**config.mk**
```make
export PLATFORM = sky130hd
export DESIGN_NAME = clock_bank
export DESIGN_NICKNAME = d
export VERILOG_FILES = /design/src/rtl/clock_bank.sv
export SDC_FILE = /design/constraint.sdc
export NUM_CORES = 1
export LEC_CHECK = 0
export CAP_MARGIN = 30
export CORE_MARGIN = 1.5
export CORE_UTILIZATION = 41
export DETAILED_ROUTE_END_ITERATION = 10
export GPL_TIMING_DRIVEN = 0
export PLACE_DENSITY_LB_ADDON = 0.05
export SLEW_MARGIN = 5
export SYNTH_ARGS = -nofsm -noshare
export SYNTH_HDL_FRONTEND = slang
export SYNTH_SLANG_ARGS = --single-unit
```
**constraint.sdc**
```tcl
create_clock -name clk -period 8.39 [get_ports clk]
set_input_delay 1.678 -clock clk [delete_from_list [all_inputs] [get_ports clk]]
set_output_delay 1.678 -clock clk [all_outputs]
set_load 0.1 [all_outputs]
```
**src/rtl/clock_bank.sv**
```systemverilog
// ---------------------------------------------------------------------------
// clock_bank
//
// Bank of NUM_CLOCKS timed-automaton clocks for the runtime-verification
// datapath. Each clock is a CLK_W-bit counter advanced either by its own
// prescaler tick or, when joined, by the carry of the clock below it. Each
// clock can wrap or saturate, keeps a sticky overflow flag, and can be
// cleared or loaded directly. One clock-constraint query per cycle compares
// a selected counter against an immediate.
//
// Ports:
//   clk, reset        : single clock domain, asynchronous active-high reset
//   en                : global time-advance enable
//   en_clk_reset      : qualifies the per-clock clear mask clk_reset
//   clk_reset         : per-clock synchronous clear mask
//   ld_en/ld_addr/ld_val : direct load of one counter
//   cfg_clk_joins     : bit i=1 -> clock i counts carries of clock i-1
//   cfg_saturate      : bit i=1 -> clock i saturates instead of wrapping
//   cfg_div_limits    : prescaler reload of clock i at [DIV_W*i +: DIV_W]
//   addr/op/imm       : query select, operation (<,==,>,>=), constant
//   counters          : clock i at [CLK_W*i +: CLK_W]
//   ovf               : sticky overflow flags
//   out_val           : query result (combinational from registered counters)
// ---------------------------------------------------------------------------
module clock_bank #(
   parameter int NUM_CLOCKS = 8,
   parameter int CLK_W      = 12,
   parameter int DIV_W      = 10,
   localparam int AW        = $clog2(NUM_CLOCKS)
) (
   input  logic                        clk,
   input  logic                        reset,
   input  logic                        en,
   input  logic                        en_clk_reset,
   input  logic [NUM_CLOCKS-1:0]       clk_reset,
   input  logic                        ld_en,
   input  logic [AW-1:0]               ld_addr,
   input  logic [CLK_W-1:0]            ld_val,
   input  logic [NUM_CLOCKS-1:0]       cfg_clk_joins,
   input  logic [NUM_CLOCKS-1:0]       cfg_saturate,
   input  logic [NUM_CLOCKS*DIV_W-1:0] cfg_div_limits,
   input  logic [AW-1:0]               addr,
   input  logic [1:0]                  op,
   input  logic [CLK_W-1:0]            imm,
   output logic [NUM_CLOCKS*CLK_W-1:0] counters,
   output logic [NUM_CLOCKS-1:0]       ovf,
   output logic                        out_val
);

   logic [CLK_W-1:0]      cnt_q [NUM_CLOCKS];
   logic [DIV_W-1:0]      div_q [NUM_CLOCKS];
   logic [NUM_CLOCKS-1:0] ovf_q;

   logic [NUM_CLOCKS-1:0] tick;
   logic [NUM_CLOCKS-1:0] inc;
   logic [NUM_CLOCKS-1:0] carry;
   logic [NUM_CLOCKS-1:0] clr;
   logic [NUM_CLOCKS-1:0] ld;
   logic [NUM_CLOCKS-1:0] at_max;
   logic                  chain;
   logic [CLK_W-1:0]      sel_cnt;

   // Increment/carry chain. Evaluated bottom-up so a carry ripples through
   // any run of joined clocks in one cycle. Clock 0 never looks at a lower
   // neighbour, so the chain cannot loop.
   always_comb begin
      tick   = '0;
      inc    = '0;
      carry  = '0;
      clr    = '0;
      ld     = '0;
      at_max = '0;
      chain  = 1'b0;
      for (int i = 0; i < NUM_CLOCKS; i++) begin
         tick[i]   = (div_q[i] == '0);
         clr[i]    = en_clk_reset & clk_reset[i];
         ld[i]     = ld_en & (ld_addr == AW'(i));
         at_max[i] = &cnt_q[i];
         inc[i]    = (cfg_clk_joins[i] && (i != 0)) ? chain : tick[i];
         // A clear or load on this clock swallows the carry; a saturating
         // clock never carries.
         carry[i]  = en & inc[i] & at_max[i] & ~cfg_saturate[i] & ~clr[i] & ~ld[i];
         chain     = carry[i];
      end
   end

   always_ff @(posedge clk or posedge reset) begin
      if (reset) begin
         for (int i = 0; i < NUM_CLOCKS; i++) begin
            cnt_q[i] <= '0;
            div_q[i] <= '0;
         end
         ovf_q <= '0;
      end else begin
         for (int i = 0; i < NUM_CLOCKS; i++) begin
            if (clr[i]) begin
               cnt_q[i] <= '0;
               div_q[i] <= '0;
               ovf_q[i] <= 1'b0;
            end else if (ld[i]) begin
               // Divider and overflow are left untouched by a load.
               cnt_q[i] <= ld_val;
            end else if (en) begin
               // The divider runs even when the clock is joined. A new limit
               // only matters at the next reload.
               div_q[i] <= tick[i] ? cfg_div_limits[DIV_W*i +: DIV_W]
                                   : div_q[i] - 1'b1;
               if (inc[i]) begin
                  if (at_max[i]) begin
                     ovf_q[i] <= 1'b1;
                     if (!cfg_saturate[i]) begin
                        cnt_q[i] <= '0;
                     end
                  end else begin
                     cnt_q[i] <= cnt_q[i] + 1'b1;
                  end
               end
            end
         end
      end
   end

   // Query mux: an out-of-range address (non-power-of-two bank) reads 0.
   always_comb begin
      sel_cnt = '0;
      for (int i = 0; i < NUM_CLOCKS; i++) begin
         if (addr == AW'(i)) begin
            sel_cnt = cnt_q[i];
         end
      end
   end

   always_comb begin
      case (op)
         2'b00:   out_val = (sel_cnt <  imm);
         2'b01:   out_val = (sel_cnt == imm);
         2'b10:   out_val = (sel_cnt >  imm);
         default: out_val = (sel_cnt >= imm);
      endcase
   end

   genvar g;
   generate
      for (g = 0; g < NUM_CLOCKS; g++) begin : g_out
         assign counters[CLK_W*g +: CLK_W] = cnt_q[g];
      end
   endgenerate

   assign ovf = ovf_q;

endmodule

```
==> metrics.md <==
| Metric | Value |
|---|---|
| Iteration-0 DRC Markers | `1238` |
| CTS tree | `yes` |
| Crit path capture type | `primary output` |
| Postcts setup bufs | `0` |
| Async SR Flop Fraction | `1.00` |
| Final setup fails | `0` |
| Synth Instances | `1642` |
| Final hold vios | `0` |
| Slew HR | `0.283` |
| Vias | `about 14000` |
| Place WS | `-0.122 ns` |
| Worst-path maximum fanout | `10` |
| Synthesized Nets | `1812` |
| Hold Path Cell Cnt | `2` |
| Hold WC Path Type | `reg2reg` |
| Switching share of power | `0.510` |
| Worst r2r dst | `counters[95]` |
| Root buffer cell | `clkbuf_16` |
| H-Tree Depth | `4` |
| Max-Cap Viols | `0` |
| Start point of the worst hold path | `ovf[1]` |
| Detailed-router iteration count before antenna repair | `5` |
| CP Cell Sequence | `clkdlybuf4s15_1 -> clkbuf_2 -> clkbuf_1 -> mux4_2 -> mux2_2 -> ha_1 -> a21o_1 -> a211o_1 -> a221o_1 -> a31oi_1 -> nor3b_1 -> a221o_1 -> clkdlybuf4s15_1` |
| Post-synth design cell area | `between 10000 and 15000 um2` |
| GRT Total Usage | `0.307` |
| DIE WIDTH | `182 um` |
| Syn Area/Cell | `7.96 um2` |
| Final min period | `8.03 ns` |
| Ys Warns | `0` |
| CP peak stage delay | `roughly 0.7 ns` |
| Final hold slack | `0.510 ns` |
| Die Area | `32900 um2` |
| Final Max Tran Viols | `0` |
| Register area share after synthesis | `0.352` |
| Die height | `182 um` |
| # nets final | `a little over 2000` |
| Area Growth Syn to Fin | `26.6%` |
| Reg2Reg Launch Point | `counters[12]` |
| Layout cell share with drive strength beyond 1 | `0.0555` |
| CP required | `6.71 ns` |
| CP arrival | `6.35 ns` |
| CP max stage cell | `clkdlybuf4s15_1` |
| Commonest non-fill, non-tap cells in the layout | `clkdlybuf4s50_1 (232), nor2_1 (199), dfrtp_1 (184)` |
| Flops & latches, synth | `184` |
| Register share of total power | `0.320` |
| Antenna Nets Post-Route | `0` |
| Num CTS Buffers | `17` |
| Placement Rows | `65` |
| Synth top area share | `0.352` |
| Worst setup SP type | `primary input` |
| Top post-synthesis cells by area | `dfrtp_1 (35%), o21ai_0 (7.0%), nor2_1 (5.7%)` |
| Setup WS post-layout | `about 0.36 ns` |
| Worst hold endpoint | `ovf[1]` |
| Outcome | `completed` |
| Setup TNS | `0 ns` |
| Hpwl dp | `37.3 mm` |
| Main synth FF type | `dfrtp_1` |
| WS Path Type | `in2out` |
| NetSw | `2.48 mW` |
| Core Util, Final | `0.525` |
| Routability Congestion | `0.962` |
| Worst slew pin tran | `1.08 ns` |
| Vias in the first global route | `13100` |
| Fmax | `125 MHz` |
| Core area | `31500 um2` |
| Clk_skew | `0.0152 ns` |
| Initial antenna violation count | `5` |
| Fin crit share | `0.957` |
| Largest net degree at the start of global routing | `100` |
| Total wire length | `50.3 mm` |
| RSZ-0062 raised after global routing | `no` |
| Wire per inst | `approximately 22 um` |
| Internal Pwr Total | `2.39 mW` |
| Via density | `6.11` |
| Reg2reg setup slack | `4.18 ns` |
| Clk pwr share | `0.163` |
| Power share of the combinational group | `0.517` |
| First-pass GRT wire length | `approximately 80 mm` |
| Leak | `about 6.6 nW` |
| Number of buffers added on ports | `between 200 and 250` |
| FF-to-FF path depth | `9` |
| Clock transition at path regs | `0.07 ns` |
| Cell variety after synth | `86` |
| Clock Latency Late Sink | `0.46 ns` |
| Max clock buf depth | `2` |
| Sink Count | `184` |
| Overflow after GRT | `0` |
| PD cells | `294 nW/um2` |
| Post-synth EDFFs | `0` |
| Drt drc | `0` |
| Synth area leader | `dfrtp_1` |
| Peak supply drop | `0.000162 V` |
| Commonest non-fill, non-tap cell in the layout | `clkdlybuf4s50_1` |
| # IOs | `246` |
| Initial core utilization | `0.415` |
[through the flow]
stage               power (mW)  cells  cell area (um2)
floorplan                 3.32   1642            13100
global placement          4.01   2277            15900
detailed placement        4.04   2280            15900
CTS                       4.85   2311            16500
global route              5.19   2313            16500
finish                    4.87   2314            16500
[cells by family after synthesis]
logic type / count (synthesis) / share of synthesized area
AO/OA/AOI/OAI: 491 / 0.228
XOR/XNOR: 18 / 0.0121
adder cells (fa/ha/maj): 29 / 0.0278
buffers and inverters: 130 / 0.0377
flip-flops: 184 / 0.352
multiplexers: 50 / 0.0608
AND/OR/NAND/NOR: 740 / 0.281
[layout make-up]
type / instances / area [um2]
clock inverters: 14 / 128
plain buffers: 77 / 302
clock buffers: 17 / 425
well taps: 402 / 503
repair buffers: 237 / 2400
flip-flops and latches: 184 / 4600
multi-input cells: 1328 / 7970
diodes: 2 / 5.00
fillers: 3014 / 14900
inverters: 53 / 206
[cell usage after synthesis (6+ instances only)]
cell      count
o31ai_1      20
or4_1        11
clkbuf_1     67
mux2_2       13
mux4_2       22
inv_1        53
nor4_1       32
o21ai_0     182
nor3b_1      12
nor3_1       91
nand2_1     176
or3_1        21
o21ai_1      10
and2_1       17
nand4_1      19
a31oi_1      27
a32oi_1       8
dfrtp_1     184
a21oi_1     137
nand2b_1      9
buf_1         6
nor4b_1      12
and3_1       38
a22oi_1      10
nand3_1      56
a221o_1       6
xor2_1        6
mux2i_1      13
o22ai_1       7
a211oi_1     17
ha_1         29
nor2_1      199
xnor2_1      12
or2_2        10
[worst max-delay path: cells and delay by family]
kind | cells | cell delay [ns]
AOI/OAI and AO/OA | 5 | 1.41
adders and majority gates | 1 | 0.29
buffers and inverters | 4 | 2.20
muxes | 2 | 0.68
and+or+nand+nor | 1 | 0.09
[registers in the layout (all words and copies together), names as in the netlist]
signal / flops
div_q: 80
counters: 96
ovf: 8
[metal layers]
layer,vias up,global-route usage,share of wire
li1,6631,-,-
met1,6758,0.410,0.43
met2,619,0.466,0.44
met3,118,0.0782,0.086
met4,4,0.141,0.043
met5,-,0,0.00044
[how the worst max path moves through the flow]
stage,end,startpoint,cells after the start
detailed placement,out_val,addr[0],12
CTS,out_val,addr[0],12
floorplan,out_val,addr[0],11
global route,out_val,addr[0],13
global placement,counters[10],reset,2
finish,out_val,addr[0],13
[power by group through the flow]
stage | clock network (mW) | registers (mW) | logic (mW)
after floorplan | 0 | 2.12 | 1.20
after global placement | 0 | 1.55 | 2.46
after detailed placement | 0 | 1.55 | 2.49
after CTS | 0.811 | 1.54 | 2.50
after global routing | 0.847 | 1.60 | 2.74
final | 0.793 | 1.56 | 2.52
[what timing repair did]
action,4_1_cts,5_1_grt
hold buffers,0,0
gates resized for setup,1,5
endpoints found under the setup margin,1,1
Note: power is estimated with default switching activity, not from simulation.
